<file path="src/rtl/csr_trap_ctrl_pkg.sv">
// ---------------------------------------------------------------------------
// csr_trap_ctrl_pkg : CSR addresses, sequencer state encodings, write-port type
// Rev 1.0
// ---------------------------------------------------------------------------
`default_nettype none

package csr_trap_ctrl_pkg;

  localparam logic [11:0] CSR_MTVEC    = 12'h305;
  localparam logic [11:0] CSR_MSCRATCH = 12'h340;
  localparam logic [11:0] CSR_MEPC     = 12'h341;
  localparam logic [11:0] CSR_MCAUSE   = 12'h342;

  localparam logic [2:0] ST_IDLE       = 3'd0;
  localparam logic [2:0] ST_SAVE_EPC   = 3'd1;
  localparam logic [2:0] ST_SAVE_CAUSE = 3'd2;
  localparam logic [2:0] ST_RD_EPC     = 3'd3;
  localparam logic [2:0] ST_WAIT_EPC   = 3'd4;
  localparam logic [2:0] ST_JUMP       = 3'd5;

  typedef struct packed {
    logic        en;
    logic [11:0] addr;
    logic [31:0] data;
  } csr_wr_t;

endpackage

`default_nettype wire

</file>
<file path="src/rtl/csr_trap_vec.sv">
// ---------------------------------------------------------------------------
// csr_trap_vec : redirect target for trap entry (base/vectored) and MRET
// Rev 1.0 -- vectored mode enabled by macro CSR_TRAP_VECTORED_EN
// ---------------------------------------------------------------------------
`default_nettype none

module csr_trap_vec (
  input  logic        is_trap_i,
  input  logic [31:0] mtvec_i,
  input  logic [31:0] cause_i,
  input  logic [31:0] epc_i,
  output logic [31:0] target_o
);

  logic [31:0] base;
  logic [31:0] trap_pc;

  assign base = {mtvec_i[31:2], 2'b00};

`ifdef CSR_TRAP_VECTORED_EN
  // Only interrupts vector; cause[30] falls off the top after the shift.
  logic unused_vec;
  assign unused_vec = cause_i[30] ^ epc_i[0];
  assign trap_pc = (mtvec_i[1:0] == 2'b01 && cause_i[31]) ?
                   base + {cause_i[29:0], 2'b00} : base;
`else
  logic unused_vec;
  assign unused_vec = ^{cause_i, mtvec_i[1:0], epc_i[0]};
  assign trap_pc = base;
`endif

  assign target_o = is_trap_i ? trap_pc : {epc_i[31:1], 1'b0};

endmodule

`default_nettype wire

</file>
<file path="src/rtl/csr_trap_ctrl.sv">
// ---------------------------------------------------------------------------
// csr_trap_ctrl : machine-mode trap/MRET sequencer and CSR write-port arbiter
// Rev 1.0 -- optional vectored traps via macro CSR_TRAP_VECTORED_EN
// ---------------------------------------------------------------------------
`default_nettype none

module csr_trap_ctrl
  import csr_trap_ctrl_pkg::*;
(
  input  logic        CLK,
  input  logic        RST_N,
  input  logic        TRAP_REQ,
  input  logic [31:0] TRAP_CAUSE,
  input  logic [31:0] TRAP_PC,
  input  logic        MRET_REQ,
  output logic        ACK,
  output logic        BUSY,
  input  logic        PIPE_WREN,
  input  logic [11:0] PIPE_WADDR,
  input  logic [31:0] PIPE_WDATA,
  output logic        PIPE_WAIT,
  output logic        CSR_WREN,
  output logic [11:0] CSR_WADDR,
  output logic [31:0] CSR_WDATA,
  output logic [11:0] CSR_RADDR,
  input  logic [31:0] CSR_RDATA,
  output logic        FLUSH,
  output logic [31:0] NEW_PC
);

  logic [2:0]  state_q, state_d;
  logic        is_trap_q, is_trap_d;
  logic [31:0] pc_q, pc_d;
  logic [31:0] cause_q, cause_d;
  logic [31:0] mtvec_q, mtvec_d;
  logic [31:0] epc_q, epc_d;
  logic [31:0] target;
  logic        idle;
  logic        pipe_pass;
  csr_wr_t     seq_wr;
  csr_wr_t     port_wr;

  assign idle = (state_q == ST_IDLE);

  always_comb begin
    state_d   = state_q;
    is_trap_d = is_trap_q;
    pc_d      = pc_q;
    cause_d   = cause_q;
    mtvec_d   = mtvec_q;
    epc_d     = epc_q;
    case (state_q)
      ST_IDLE: begin
        if (TRAP_REQ) begin
          state_d   = ST_SAVE_EPC;
          is_trap_d = 1'b1;
          pc_d      = TRAP_PC;
          cause_d   = TRAP_CAUSE;
        end else if (MRET_REQ) begin
          state_d   = ST_RD_EPC;
          is_trap_d = 1'b0;
        end
      end
      ST_SAVE_EPC:   state_d = ST_SAVE_CAUSE;
      ST_SAVE_CAUSE: begin
        mtvec_d = CSR_RDATA;
        state_d = ST_JUMP;
      end
      ST_RD_EPC:     state_d = ST_WAIT_EPC;
      ST_WAIT_EPC: begin
        epc_d   = CSR_RDATA;
        state_d = ST_JUMP;
      end
      default:       state_d = ST_IDLE;
    endcase
  end

  always_ff @(posedge CLK or negedge RST_N) begin
    if (!RST_N) begin
      state_q   <= ST_IDLE;
      is_trap_q <= 1'b0;
      pc_q      <= '0;
      cause_q   <= '0;
      mtvec_q   <= '0;
      epc_q     <= '0;
    end else begin
      state_q   <= state_d;
      is_trap_q <= is_trap_d;
      pc_q      <= pc_d;
      cause_q   <= cause_d;
      mtvec_q   <= mtvec_d;
      epc_q     <= epc_d;
    end
  end

  always_comb begin
    seq_wr    = '0;
    CSR_RADDR = '0;
    case (state_q)
      ST_SAVE_EPC: begin
        seq_wr    = csr_wr_t'{en: 1'b1, addr: CSR_MEPC, data: pc_q};
        CSR_RADDR = CSR_MTVEC;
      end
      ST_SAVE_CAUSE: seq_wr    = csr_wr_t'{en: 1'b1, addr: CSR_MCAUSE, data: cause_q};
      ST_RD_EPC:     CSR_RADDR = CSR_MEPC;
      default: ;
    endcase
  end

  // A trap request in IDLE blocks the faulting instruction's own CSR write.
  assign pipe_pass = idle && RST_N && !TRAP_REQ;
  assign port_wr   = pipe_pass ? csr_wr_t'{en: PIPE_WREN, addr: PIPE_WADDR, data: PIPE_WDATA}
                               : seq_wr;

  assign CSR_WREN  = port_wr.en;
  assign CSR_WADDR = port_wr.addr;
  assign CSR_WDATA = port_wr.data;
  assign PIPE_WAIT = RST_N && (!idle || TRAP_REQ);

  assign ACK   = (state_q == ST_SAVE_EPC) || (state_q == ST_RD_EPC);
  assign BUSY  = !idle;
  assign FLUSH = (state_q == ST_JUMP);

  csr_trap_vec u_vec (
    .is_trap_i (is_trap_q),
    .mtvec_i   (mtvec_q),
    .cause_i   (cause_q),
    .epc_i     (epc_q),
    .target_o  (target)
  );

  assign NEW_PC = FLUSH ? target : '0;

endmodule

`default_nettype wire
</file>
<file path="config.mk">
export PLATFORM = sky130hd
export DESIGN_NAME = csr_trap_ctrl
export DESIGN_NICKNAME = d
export VERILOG_FILES = /design/src/rtl/csr_trap_ctrl_pkg.sv /design/src/rtl/csr_trap_vec.sv /design/src/rtl/csr_trap_ctrl.sv
export SDC_FILE = /design/constraint.sdc
export NUM_CORES = 1
export LEC_CHECK = 0
export CORE_ASPECT_RATIO = 1.25
export CORE_UTILIZATION = 60
export CTS_CLUSTER_DIAMETER = 120
export DETAILED_ROUTE_END_ITERATION = 8
export DONT_BUFFER_PORTS = 1
export GPL_ROUTABILITY_DRIVEN = 1
export PLACE_DENSITY = 0.78
export SLEW_MARGIN = 20
export SYNTH_ARGS = -nofsm -noshare
export SYNTH_HDL_FRONTEND = slang
export SYNTH_HIERARCHICAL = 1
export SYNTH_SLANG_ARGS = --single-unit
</file>
<file path="constraint.sdc">
create_clock -name CLK -period 2.5 [get_ports CLK]
set_clock_uncertainty 0.1 [all_clocks]
set_input_delay 0.25 -clock CLK [delete_from_list [all_inputs] [get_ports CLK]]
set_output_delay 0.25 -clock CLK [all_outputs]
set_load 0.01 [all_outputs]
</file>
=== Word level (Yosys, flattened, before mapping) ===
Cells that the tools add are included.

* Register bits: 132
* Input port bits: 145
* Output and inout port bits: 93
* Logic and storage cells: 34

* Equality and inequality tests: 6
* Multiplexer cells: 10
* Reductions and logical operators: 12

{| class="wikitable"
|+ Operators with widths
! operator !! number
|-
| one-hot mux 45 bit (2 select lines) || 1
|-
| 2-to-1 mux 32 bit || 2
|-
| 2-to-1 mux 45 bit || 1
|-
| one-hot mux 10 bit (2 select lines) || 1
|-
| one-hot mux 3 bit (4 select lines) || 1
|-
| equality test 3 x 2 -> 1 bit (second input constant) || 2
|-
| equality test 3 bit (second input constant) || 2
|-
| 2-to-1 mux 3 bit || 2
|-
| AND reduction 2 bit || 2
|-
| equality test 3 x 1 -> 1 bit (second input constant) || 1
|-
| logical AND 1 bit || 3
|-
| logical NOT 3 bit || 1
|-
| != test 3 bit (second input constant) || 1
|-
| logical NOT 1 bit || 2
|-
| logical OR 1 bit || 2
|-
| 2-to-1 mux 1 bit || 2
|-
| nonzero test 2 bit || 1
|-
| OR reduction 2 bit || 1
|}

=== Logic depth before layout (Yosys ltp) ===
* Depth after elaboration: 4
* Gate-level depth with buffers: 7
* Gate-level depth less buffers: 4

=== Cells and area by module ===
Netlist, hierarchy kept.

{| class="wikitable"
|+ By module, submodules not included
! module !! instances !! cells each !! area each (µm²) !! sequential area each (µm²)
|-
| csr_trap_ctrl || 1 || 434 || 6229.7 || 3303.2
|-
| csr_trap_vec || 1 || 36 || 389.1 || 0.0
|}

=== Worst setup path after synthesis ===
Ideal clock, no wire load.

* Path kind: reg-to-output
* Start point: register state_q[1]
* End point: output port CSR_WDATA[24]
* Data arrival time: 1.374 ns
* Data required time: 2.150 ns
* Slack: 0.776 ns
* Cell stages (with the launch flop): 6
* Path buffers: 2
* Cell sequence: dfrtp_1 -> buf_6 -> nor3b_2 -> clkbuf_1 -> and2_1 -> a221o_1

* Longest elaborated chain between the ends: 4
* Elaborated cells between the ends (all ways): 7
* Those cells by class: 2 x eq/ne; 2 x mux; 3 x reduce/logical

{| class="wikitable"
|+ RTL lines
! what !! RTL line !! text
|-
| from (decl) || csr_trap_ctrl.sv:31 || <nowiki>logic [2:0] state_q, state_d;</nowiki>
|-
| from (signal assigned) || csr_trap_ctrl.sv:87 || <nowiki>state_q <= state_d;</nowiki>
|-
| parallel branches: the longest is 3 deep, another holds one-hot mux 45 bit (2 select lines) || - ||
|-
| 2-to-1 mux 45 bit (*) || csr_trap_ctrl.sv:112 || <nowiki>assign port_wr = pipe_pass ? csr_wr_t'{en: PIPE_WREN, addr: PIPE_WADDR, data: PIPE_WDATA}</nowiki>
|-
| to (decl) || csr_trap_ctrl.sv:24 || <nowiki>output logic [31:0] CSR_WDATA,</nowiki>
|}

Every way passes the cells marked *.

=== Final worst setup path ===
* Start point: register state_q[0]
* End point: output port CSR_WDATA[23]

The elaborated chain is that of the path after synthesis.

==> impl_metrics.yaml <==
placement:
  place.gp.congestion: 0.726
  place_inst: 567
  place_hpwl_um: 8360
  port_buffer_cells: 0
grt:
  antenna_violations_before_repair: 1
  grt_use_met2_pct: 46.7
  grt_pass1_wl_um: 23700
  grt-busiest-layer: "met2"
  first_global_vias: 4499
  grt_overflow_total: 0
  grt_start_max_net_pins: 132
  groute.layer.met3.usage_pct: 8.04
  grt_usage_pct: 28.3
  grt.met1_usage_pct: 33.7
finish:
  utilization_pct: 75.5
  fin_nets: 695
  finalNonFillerCells: 694
  post_route_cells_drive_above_1_share_pct: 31.9
  synthToLayoutAreaGrowth_pct: 22.6
worst_setup_path:
  critPathArrivalTime_ns: 2.05
  crit_type: "register to primary output"
  data_required_time_at_the_worst_endpoint_ns: 2.15
  start_kind: "register"
  r2r.worst_path.cells: 5
  worst_setup_path_end_kind: "primary output"
  crit_fanout: 45
synth:
  yosys_warnings: 6
  synth_area_mm2: 0.00651
  synthesis.instances: 464
  post_synth.cell_area_avg_um2: 14.0
floorplanning:
  fp-row-count: 42
  die_width_um: 95.2
  pin_count: 238
  dieArea_mm2: 0.0113
  die-height_um: 118
  design.core.area_mm2: 0.0106
  initial_util_pct: 61.6
run:
  maxCapViolCount: 0
outcome:
  run_status: "finished, violations left"
  failing_checks: "hold timing"
detailed_routing:
  detail_route.wirelength_um: 15200
  drt_drc_violations_left: 0
  drt_pass1_iterations: 6
  post_drt_wl_per_cell_um: 21.9
  drtIter0Drc: 203
  routed-via-count: 4155
  drt_via_density: 5.99
  drtAntennaViolNets: 0
cts:
  insertion_delay_ns: 0.40
  clockBufferDepth: 2
  cts-htree-levels: 4
  cts_setup_buffers: 0
  cts_root_buf: "clkbuf_16"
  cts.clk_slew.worst_paths_ns: 0.05
  cts_buffers: 17
  clock-sinks: 129
  cts_hold_repair.buffers: 96
  tritoncts: "done"
power:
  power.total_mw: 10.4
  vdd.ir_drop.worst_uv: 774
  power_density_mw_per_mm2: 1310
  power.leakage_nw: 3.48
timing:
  hold_viol: 129
  finalMaxSlewViolations: 0
  grt_setup_unrepaired: "no"
  finalCritPeriodShare_pct: 96.1
  setup-violations-final: 0
  max_freq_mhz: 416
  holdWs_ns: -0.561
  finalCriticalPeriod_ns: 2.40
  fin_tns_setup_ns: 0
worst_hold_path:
  hold_path.class: "primary input to async pin"
-- metal layers --
| layer | share of wire [%] | vias to the layer above |
|---|---|---|
| met5 | 0 | - |
| met4 | 2.7 | 0 |
| met3 | 6.5 | 29 |
| met2 | 52 | 196 |
| met1 | 39 | 2129 |
| li1 | - | 1801 |
-- cell usage in the layout (no fill, tap or decap), types with 8 or more instances in the layout --
cell and count:
and2_1 72, mux2_1 19, mux2_4 40, clkbuf_16 17, dfrtp_1 128, mux2_2 96
a221o_1 32, dlygate4sd3_1 96, conb_1 8
-- worst paths after layout --
| check | end | slack [ns] | start |
|---|---|---|---|
| max in group asynchronous | state_q[1]$_DFFE_PN0P_ | 2.72 | RST_N |
| min in group CLK | state_q[0]$_DFFE_PN0P_ | 0.05 | MRET_REQ |
| min reg2reg | pc_q[7]$_DFFE_PN0P_ | 0.37 | pc_q[7]$_DFFE_PN0P_ |
| max reg2reg | pc_q[12]$_DFFE_PN0P_ | 0.34 | state_q[0]$_DFFE_PN0P_ |
| min | epc_q[17]$_DFFE_PN0N_ | -0.56 | RST_N |
| max | CSR_WDATA[23] | 0.1 | state_q[0]$_DFFE_PN0P_ |
-- final cells by class --
class | count | area [um2]
clock inverter | 6 | 105
tap | 132 | 165
timing repair buffer | 106 | 1070
antenna | 1 | 2.50
multi-input combinational | 293 | 2910
fill | 621 | 2580
sequential | 129 | 3230
clock buffer | 24 | 482
inverter | 3 | 11.3
-- metrics by stage --
stage               area, um2  setup slack (ns)
finish                   7980            0.0967
global route             7980           0.00283
CTS                      7980            0.0690
detailed placement       6430             0.401
global placement         6430             0.470
floorplan                6530             0.776
-- report_power, final --
part	internal (mW)	switching [mW]	total [mW]
registers	3.18	0.674	3.85
logic	2.32	1.77	4.09
clock network	1.63	0.857	2.49
-- worst max-delay path: stages, from the launching register on --
cell and delay [ns]:
dfrtp_1 0.53, nor3_4 0.33, and3_1 0.26, buf_12 0.24, a221o_1 0.28
-- state kept, by name (all words and copies together), names as in the netlist --
register,flops
mtvec_q,30
epc_q,31
cause_q,32
pc_q,32
state_q,3
is_trap_q,1
-- what timing repair did --
action,4_1_cts,5_1_grt
resized for setup,0,1
endpoints found under the hold margin,256,129
setup endpoints to repair,0,28
(Power assumes the default switching activity.)
